`src/rtl/riscv_pkg.sv`:
```
// Shared RV32M definitions: M-extension op encodings, sequencer states and
// the iteration-step mode used by the multiply/divide unit.
package riscv_pkg;

  localparam logic [6:0] FUNCT7_MULDIV = 7'b0000001;

  typedef enum logic [2:0] {
    OP_MUL    = 3'b000,
    OP_MULH   = 3'b001,
    OP_MULHSU = 3'b010,
    OP_MULHU  = 3'b011,
    OP_DIV    = 3'b100,
    OP_DIVU   = 3'b101,
    OP_REM    = 3'b110,
    OP_REMU   = 3'b111
  } muldiv_op_e;

  typedef enum logic [1:0] {
    IDLE,
    CALC,
    DONE
  } muldiv_state_e;

  typedef enum logic {
    STEP_MUL,
    STEP_DIV
  } step_mode_e;

endpackage

```
`src/rtl/muldiv_step.sv`:
```
// One combinational iteration: shift-add for multiply on {product_hi, multiplier},
// subtract-restore-shift for divide on {remainder, dividend/quotient}.
module muldiv_step
  import riscv_pkg::*;
#(
  parameter int W = 32
) (
  input  logic [2*W-1:0] acc,
  input  logic [W-1:0]   operand,
  input  step_mode_e     mode,
  output logic [2*W-1:0] acc_next
);

  logic [W:0] sum;
  logic [W:0] rem_sh;
  logic [W:0] diff;

  assign sum    = {1'b0, acc[2*W-1:W]} + (acc[0] ? {1'b0, operand} : '0);
  assign rem_sh = {acc[2*W-1:W], acc[W-1]};
  assign diff   = rem_sh - {1'b0, operand};

  // NOTE: acc_next gets a default first so no path through this block infers a latch.
  always_comb begin
    acc_next = acc;
    case (mode)
      STEP_MUL: acc_next = {sum, acc[W-1:1]};
      STEP_DIV: begin
        // diff[W] set means the trial subtraction went negative: restore.
        if (!diff[W]) acc_next = {diff[W-1:0], acc[W-2:0], 1'b1};
        else          acc_next = {rem_sh[W-1:0], acc[W-2:0], 1'b0};
      end
      default: acc_next = acc;
    endcase
  end

endmodule

```
`src/rtl/muldiv_sequencer.sv`:
```
// Iterative RV32M multiply/divide unit for the execute stage; stalls the
// pipeline while it steps through DATA_WIDTH iterations on operand magnitudes.
module muldiv_sequencer
  import riscv_pkg::*;
#(
  parameter int DATA_WIDTH = 32,
  parameter int CNT_W      = $clog2(DATA_WIDTH) + 1
) (
  input  logic                  clk,
  input  logic                  reset,
  input  logic                  start,
  input  logic [2:0]            Funct3,
  input  logic [DATA_WIDTH-1:0] SrcA,
  input  logic [DATA_WIDTH-1:0] SrcB,
  input  logic                  flush,
  output logic                  stall,
  output logic                  busy,
  output logic                  done,
  output logic [DATA_WIDTH-1:0] Result
);

  localparam int               W        = DATA_WIDTH;
  localparam logic [CNT_W-1:0] LAST_CNT = CNT_W'(W);
  localparam logic [W-1:0]     MIN_INT  = {1'b1, {(W-1){1'b0}}};

  muldiv_state_e    state_q, state_d;
  muldiv_op_e       op_in, op_q;
  logic [CNT_W-1:0] cnt_q;
  logic [2*W-1:0]   acc_q, acc_next;
  logic [W-1:0]     opnd_q;
  logic             neg_q;

  logic             a_neg, b_neg, neg_in, div_zero, overflow, special;
  logic [W-1:0]     a_mag, b_mag, special_res;
  step_mode_e       mode;
  logic [2*W-1:0]   prod_fix;
  logic [W-1:0]     quot_fix, rem_fix, final_res;

  // Operand decode happens on the raw inputs so IDLE can latch magnitudes directly.
  assign op_in    = muldiv_op_e'(Funct3);
  assign a_neg    = (op_in inside {OP_MULH, OP_MULHSU, OP_DIV, OP_REM}) && SrcA[W-1];
  assign b_neg    = (op_in inside {OP_MULH, OP_DIV, OP_REM}) && SrcB[W-1];
  assign a_mag    = a_neg ? -SrcA : SrcA;
  assign b_mag    = b_neg ? -SrcB : SrcB;
  assign neg_in   = (op_in == OP_REM) ? a_neg : (a_neg ^ b_neg);
  assign div_zero = Funct3[2] && (SrcB == '0);
  assign overflow = (op_in inside {OP_DIV, OP_REM}) && (SrcA == MIN_INT) && (SrcB == '1);
  assign special  = div_zero || overflow;
  // Funct3[1] separates remainder ops from quotient ops within the divide group.
  assign special_res = div_zero ? (Funct3[1] ? SrcA : '1)
                                : (Funct3[1] ? '0   : MIN_INT);

  assign mode = (op_q inside {OP_DIV, OP_DIVU, OP_REM, OP_REMU}) ? STEP_DIV : STEP_MUL;

  muldiv_step #(.W(W)) u_step (
    .acc      (acc_q),
    .operand  (opnd_q),
    .mode     (mode),
    .acc_next (acc_next)
  );

  assign prod_fix = neg_q ? -acc_q : acc_q;
  assign quot_fix = neg_q ? -acc_q[W-1:0] : acc_q[W-1:0];
  assign rem_fix  = neg_q ? -acc_q[2*W-1:W] : acc_q[2*W-1:W];

  always_comb begin
    final_res = rem_fix;
    case (op_q)
      OP_MUL:                        final_res = prod_fix[W-1:0];
      OP_MULH, OP_MULHSU, OP_MULHU:  final_res = prod_fix[2*W-1:W];
      OP_DIV, OP_DIVU:               final_res = quot_fix;
      default:                       final_res = rem_fix;
    endcase
  end

  always_comb begin
    state_d = state_q;
    stall   = 1'b0;
    case (state_q)
      IDLE: if (start && !flush) begin
        stall   = 1'b1;
        state_d = special ? DONE : CALC;
      end
      CALC: begin
        stall = 1'b1;
        if (flush)                  state_d = IDLE;
        else if (cnt_q == LAST_CNT) state_d = DONE;
      end
      DONE:    state_d = IDLE;
      default: state_d = IDLE;
    endcase
  end

  assign busy = (state_q != IDLE);
  assign done = (state_q == DONE) && !flush;

  // NOTE: sequential state uses non-blocking assignments so every register
  // samples pre-edge values regardless of statement order.
  always_ff @(posedge clk or posedge reset) begin
    if (reset) begin
      state_q <= IDLE;
      cnt_q   <= '0;
      acc_q   <= '0;
      opnd_q  <= '0;
      op_q    <= OP_MUL;
      neg_q   <= 1'b0;
      Result  <= '0;
    end else begin
      state_q <= state_d;
      case (state_q)
        IDLE: if (start && !flush) begin
          op_q  <= op_in;
          cnt_q <= '0;
          if (special) begin
            Result <= special_res;
          end else begin
            acc_q  <= {{W{1'b0}}, a_mag};
            opnd_q <= b_mag;
            neg_q  <= neg_in;
          end
        end
        CALC: if (!flush) begin
          if (cnt_q == LAST_CNT) begin
            Result <= final_res;
          end else begin
            acc_q <= acc_next;
            cnt_q <= cnt_q + CNT_W'(1);
          end
        end
        default: ;
      endcase
    end
  end

endmodule

```
`config.mk`:
```
export PLATFORM = sky130hd
export DESIGN_NAME = muldiv_sequencer
export DESIGN_NICKNAME = d
export VERILOG_FILES = /design/src/rtl/riscv_pkg.sv /design/src/rtl/muldiv_step.sv /design/src/rtl/muldiv_sequencer.sv
export SDC_FILE = /design/constraint.sdc
export NUM_CORES = 1
export LEC_CHECK = 0
export ABC_AREA = 0
export BUFFER_PORTS_ARGS = -buffer_cell sky130_fd_sc_hd__clkbuf_2
export CAP_MARGIN = 40
export CORE_ASPECT_RATIO = 1.75
export CORE_MARGIN = 5
export CORE_UTILIZATION = 40
export DETAILED_ROUTE_END_ITERATION = 10
export PLACE_DENSITY = 0.58
export SKIP_LAST_GASP = 1
export SLEW_MARGIN = 0
export SYNTH_ARGS = -nofsm -noshare
export SYNTH_HDL_FRONTEND = slang
export SYNTH_HIERARCHICAL = 1
export SYNTH_SLANG_ARGS = --single-unit
```
`constraint.sdc`:
```
create_clock -name clk -period 5.6 [get_ports clk]
set_clock_uncertainty 0.05 [all_clocks]
set_input_delay 0 -clock clk [delete_from_list [all_inputs] [get_ports clk]]
set_output_delay 0 -clock clk [all_outputs]
set_load 0.005 [all_outputs]
```
; Yosys cells after proc, flatten, opt, wreduce, memory -nomap -nowiden
; Cells that the tools add are included.
[totals]
elab_cells = 102
regBits = 140
[classes]
addsub = 8
mux = 35
eq_ne = 23
bitwise = 3
reduce_logical = 26
[op_table]
columns = operator, count
row1 = $mux W32, 12
row2 = $mux W64, 6
row3 = $pmux W64 S2, 2
row4 = $neg A32 Y32, 4
row5 = $pmux W32 S3, 1
row6 = $eq A32 B32 Y1 const B, 2
row7 = $neg A64 Y64, 1
row8 = $pmux W32 S2, 1
row9 = $add A32 B33 Y33, 1
row10 = $sub A33 B32 Y33, 1
row11 = $logic_not A32 Y1, 1
row12 = $eq A3 B3 Y1 const B, 6
row13 = $mux W6, 3
row14 = $ne A2 B2 Y1 const B, 6
row15 = $pmux W6 S2, 1
row16 = $reduce_and A5 Y1, 2
row17 = $eq A3 B2 Y1 const B, 3
row18 = $mux W2, 4
row19 = $reduce_bool A4 Y1, 2
row20 = $logic_and A1 B1 Y1, 7
row21 = $add A6 B1 Y6 const B, 1
row22 = $eq A3 B1 Y1 const B, 2
row23 = $eq A6 B6 Y1 const B, 1
row24 = $reduce_bool A2 Y1, 3
row25 = other kinds (18), 22

; Logic depth before layout (Yosys ltp)
[depth]
ltp_word = 8
depth_mapped = 16
depth_no_buf = 15

; Modules after synthesis
; The synthesis kept the hierarchy.
[modules_own_cells]
columns = module, cells_per_inst, n_inst, area_per_inst_um2, seq_area_each_um2
row1 = muldiv_sequencer, 1316, 1, 10224.8, 3503.4
row2 = muldiv_step, 675, 1, 4483.0, 0.0

; Least setup slack after synthesis
; Ideal clock, no wire load.
[synth_path]
kind = reg-to-reg
startpoint = register acc_q[0]
endpoint = register acc_q[63]
slack_ns = 2.054
required_ns = 5.417
path_stages_with_launch = 17
setup_ns = 0.133
arrival_ns = 3.363
path_cell_list = dfrtp_1 -> clkbuf_1 -> and2_1 -> ha_1 -> fa_1 -> a21oi_1 -> nor2_1 -> o211ai_1 -> a21oi_1 -> a21oi_1 -> o21ai_1 -> o31ai_1 -> o21ai_0 -> a2111oi_0 -> nor3_1 -> nand2_1 -> o21ai_0
[synth_via]
elab_chain_cells = 6
[synth_rtl]
columns = item, line
row1 = "start, declared", muldiv_sequencer.sv:29  ; logic [2*W-1:0] acc_q, acc_next;
row2 = "start signal, assigned", muldiv_sequencer.sv:117  ; acc_q <= {{W{1'b0}}, a_mag};
row3 = "start signal, assigned", muldiv_sequencer.sv:126  ; acc_q <= acc_next;
row4 = $mux W32, muldiv_step.sv:18  ; assign sum = {1'b0, acc[2*W-1:W]} + (acc[0] ? {1'b0, operand} : '0);
row5 = $add A32 B33 Y33, muldiv_step.sv:18
row6 = $pmux W64 S2, muldiv_step.sv:25  ; case (mode)
row7 = net acc_next[63], muldiv_sequencer.sv:29
row8 = $mux W64, muldiv_sequencer.sv:123  ; if (cnt_q == LAST_CNT) begin
row9 = $mux W64, muldiv_sequencer.sv:122  ; CALC: if (!flush) begin
row10 = $pmux W64 S2, muldiv_sequencer.sv:110  ; case (state_q)
; The timed path passes the listed nets, and every way through them passes these cells. The select of a mux whose other input is x is not followed.
; A chain may end at the register's enable or synchronous reset.

; Worst setup path in the final report
[layout_path]
startpoint = register acc_q[31]
endpoint = register acc_q[37]
[layout_via]
elab_chain_cells = 6
[layout_rtl]
columns = item, line
row1 = $sub A33 B32 Y33, muldiv_step.sv:20  ; assign diff = rem_sh - {1'b0, operand};
row2 = $mux W64, muldiv_step.sv:29  ; if (!diff[W]) acc_next = {diff[W-1:0], acc[W-2:0], 1'b1};
row3 = $pmux W64 S2, muldiv_step.sv:25
row4 = net acc_next[37], muldiv_sequencer.sv:29
row5 = $mux W64, muldiv_sequencer.sv:123
row6 = $mux W64, muldiv_sequencer.sv:122
row7 = $pmux W64 S2, muldiv_sequencer.sv:110
; The timed path passes the listed nets, and every way through them passes these cells. The select of a mux whose other input is x is not followed.

==> impl_summary.log <==
INFO  metric final_hold_viol_count = 0
INFO  metric cp-start-kind = flip-flop
INFO  metric cts.root.buffer_cell = clkbuf_16
INFO  metric design_power_total = 6.727 mW
INFO  metric synth_top_area_cell = dfrtp_1
INFO  metric first_pass_grt_wire_length = 88.43 mm
INFO  metric flow.area_growth_from_synthesis = 15.58%
INFO  metric power.ir.vdd_worst = 0.0001785 V
INFO  metric maxSlewViolCount = 0
INFO  metric antenna_left = 0
INFO  metric max_clock_freq = 229.9 MHz
INFO  metric power_leakage = 7.298 nW
INFO  metric synth-edff-count = 0
INFO  metric power_frac_seq = 0.252
INFO  metric synth.distinct_cells = 89
INFO  metric post_synth_inst_count = 1,991
INFO  metric wire_per_inst = 22.35 µm
INFO  metric crit_buf_inv = 2
INFO  metric coreArea = 36,540 µm²
INFO  metric worst_slew_margin_rel = 0.3636
INFO  metric mostFrequentLayoutCells = 224 x nand2_1, 222 x nor2_1, 218 x a21oi_1
INFO  metric power.share.clock = 0.167
INFO  metric tightestPinTransition = 945.9 ps
INFO  metric die_w = 155.0 µm
INFO  metric std_cell_rows = 93
INFO  metric combinationalPowerShare = 0.581
INFO  metric place_congestion = 1.024
INFO  metric netlist_area = 14,710 µm²
INFO  metric detail_route.wirelength = 58.21 mm
INFO  metric power.density = 395.7 nW/µm²
INFO  metric die_h = 263.7 µm
INFO  metric first_global_vias = 15,080
INFO  metric ctsHtreeMaxLevel = 4
INFO  metric power.net_switching = 3.432 mW
INFO  metric total_nets_after_synthesis = 2,135
INFO  metric antenna_found_initial = 0
INFO  metric detail_route.drc_violations = 0
INFO  metric power.internal = 3.295 mW
INFO  metric synth_seq_area_share = 0.2382
INFO  metric synthDominantCellAreaShare = 0.2382
INFO  metric firstDrtPassIters = 5
INFO  metric worst_path_dominant_cell_family = compound AO/OA/AOI/OAI gates
INFO  metric post_route_cells_drive_above_1_share = 0.1268
INFO  metric postSynthRegisterBits = 140
INFO  metric cts_resized = 0
INFO  metric timing.setup.critical_path_class = reg -> reg
INFO  metric min_period = 4350 ps
INFO  metric total_of_max_cap_violations = 0
INFO  metric report.final.setup_viol = 0
INFO  metric synth.avg_cell_area = 7.387 µm²
INFO  metric grt_start_max_net_pins = 103
INFO  metric start_util = 0.4025
INFO  metric design.final.nets = 2,260
INFO  metric layout.cells.most_common = nand2_1
INFO  metric cts_tree = built
INFO  metric setup_repair_after_global_routing_missed_its_margin = false
INFO  metric cts_inserted_buffers = 17
INFO  metric clk_latency = 460 ps
INFO  metric cpMaxStageDelayCell = xor2_4
INFO  metric required_worst_endpoint = 5930 ps
INFO  metric ys.flop_type = dfrtp_1
INFO  metric io-pin-count = 106
INFO  metric clock_path_buffers = 2
INFO  metric first_iteration_detailed_routing_drc_count = 1,071
INFO  metric num_antenna_cells = 0
INFO  metric worstPathCellList = inv_1, ha_1, fa_1, nor2b_1, o31ai_2, a211oi_2, o31a_1, o21ai_2, o311a_4, xor2_4, buf_4, nand2_1, o31a_1, a21oi_1, nand2_1, o21ai_0
INFO  metric layout_worst_path_cycle_share = 0.7768
INFO  metric global_route.overflow_total = 0
INFO  metric critical_path_max_stage_delay = 600 ps
INFO  metric cp_data_arrival_time = 4680 ps
INFO  metric synth_area_leaders = dfrtp_1 24%, a21oi_1 7.4%, ha_1 6.0%, nand2_1 5.7%, nor2_1 5.7%
INFO  metric viasPerCell = 5.982
INFO  metric critPathCaptureType = flip-flop
INFO  metric placement.io_buffers = 105
INFO  metric crit_path_max_fanout = 24
INFO  metric power.share.switching = 0.5102
INFO  metric outcome = finished, final reports clean
INFO  metric gr-usage-all-layers = 0.2795
INFO  metric clkSlewWorstSetupHoldPaths = 70 ps
INFO  metric share_of_flip_flops_with_an_asynchronous_set_or_reset_after_synthesis = 1.000
INFO  metric place_hpwl = 44.70 mm
INFO  metric min-delay-path-class = in -> reg
INFO  metric fp.dieArea = 40,850 µm²
INFO  metric synthesis.yosys.warnings = 6
INFO  metric detailroute.via_count = 15,580
INFO  metric clkSinkCount = 140
INFO  metric post_route_setup_tns = 0 ps
-- cell families (layout without fill, tap and decap cells) --
family | count (synthesis) | count (layout) | synth area share
AO/OA/AOI/OAI | 627 | 627 | 0.2618
XOR/XNOR | 159 | 159 | 0.09596
adder cells (fa/ha/maj) | 73 | 73 | 0.06312
buffers and inverters | 182 | 320 | 0.05079
flip-flops | 140 | 140 | 0.2382
multiplexers | 62 | 62 | 0.04551
AND/OR/NAND/NOR | 748 | 748 | 0.2447
-- power groups by stage --
stage                     sequential (mW)  combinational [mW]  clock (mW)
after global routing                 1.72                4.28        1.18
after global placement               1.69                3.73           0
after floorplan                      1.44                2.85           0
final                                1.70                3.91        1.12
after CTS                            1.68                3.82        1.14
after detailed placement             1.70                3.76           0
-- final timing paths --
kind | end | slack [ps] | from | cells after the start
worst max-delay path | acc_q[37]$_DFFE_PP0P_ | 1250 | acc_q[31]$_DFFE_PP0P_ | 16
worst min-delay path | acc_q[28]$_DFFE_PP0P_ | 7 | SrcA[28] | 5
worst max register to register | acc_q[37]$_DFFE_PP0P_ | 1250 | acc_q[31]$_DFFE_PP0P_ | 16
worst min register to register | Result[10]$_DFFE_PP0P_ | 430 | Result[10]$_DFFE_PP0P_ | 2
max in group asynchronous | op_q[2]$_DFFE_PP0P_ | 4080 | reset | 5
min in group asynchronous | Result[2]$_DFFE_PP0P_ | 560 | reset | 4
-- synthesized netlist by cell type, types with 18 or more instances --
master      n
a211oi_1   22
a21o_1     25
a21oi_1   218
a31oi_1    21
and2_1     41
buf_2      20
clkbuf_1   80
dfrtp_1   140
ha_1       71
inv_1      68
mux2_2     39
mux2i_1    23
nand2_1   224
nand2b_1   18
nand3_1    34
nand4_1    26
nor2_1    223
nor3_1     61
o21ai_0   167
o31ai_1    45
or3_1      24
xnor2_1    82
xor2_1     76
-- through the flow --
| step | hold WS (ps) | util | setup slack (ps) | cell area [µm²] | std cells |
|---|---|---|---|---|---|
| final | 6.565 | 0.4652 | 1250 | 17000 | 2604 |
| after detailed placement | -92.55 | 0.4307 | 1331 | 15740 | 2500 |
| after global routing | 14.08 | 0.4652 | 856.7 | 17000 | 2604 |
| after floorplan | 92.18 | - | 1797 | 14710 | 1991 |
| after global placement | 227.7 | 0.4296 | 1378 | 15700 | 2497 |
| after CTS | 0.3373 | 0.4650 | 1314 | 16990 | 2602 |
-- worst register-to-register path: stages, from the launching register on --
cell      delay [ps]
dfrtp_1          500
inv_1            110
ha_1             240
fa_1             380
nor2b_1          250
o31ai_2          120
a211oi_2         250
o31a_1           390
o21ai_2          160
o311a_4          350
xor2_4           600
buf_4            340
nand2_1           70
o31a_1           120
a21oi_1          140
nand2_1           60
o21ai_0          150
-- layout make-up --
cell class	count	area, µm²
tap	475	594.3
multi-input combinational	1669	10470
inverter	69	265.3
clock inverter	15	127.6
clock buffer	17	425.4
timing repair buffer	219	1604
fill	3704	19540
sequential	140	3508
-- sequential cells by signal (all words and copies together), names as in the netlist --
name and cells:
cnt_q 6, acc_q 64, state_q 2, opnd_q 32
op_q 3, neg_q 1, Result 32
-- metal layers --
metal | share of wire | track usage
met4 | 0.089 | 0.2162
met3 | 0.042 | 0.03508
met2 | 0.51 | 0.4923
met5 | 0 | 0
met1 | 0.36 | 0.2978
-- timing repair --
| item | in CTS | in global routing |
|---|---|---|
| hold endpoints to repair | 209 | 0 |
| endpoints found under the setup margin | 0 | 0 |
| hold buffers | 70 | 0 |
| setup buffers | 0 | 0 |
Note: power is estimated with default switching activity, not from simulation.
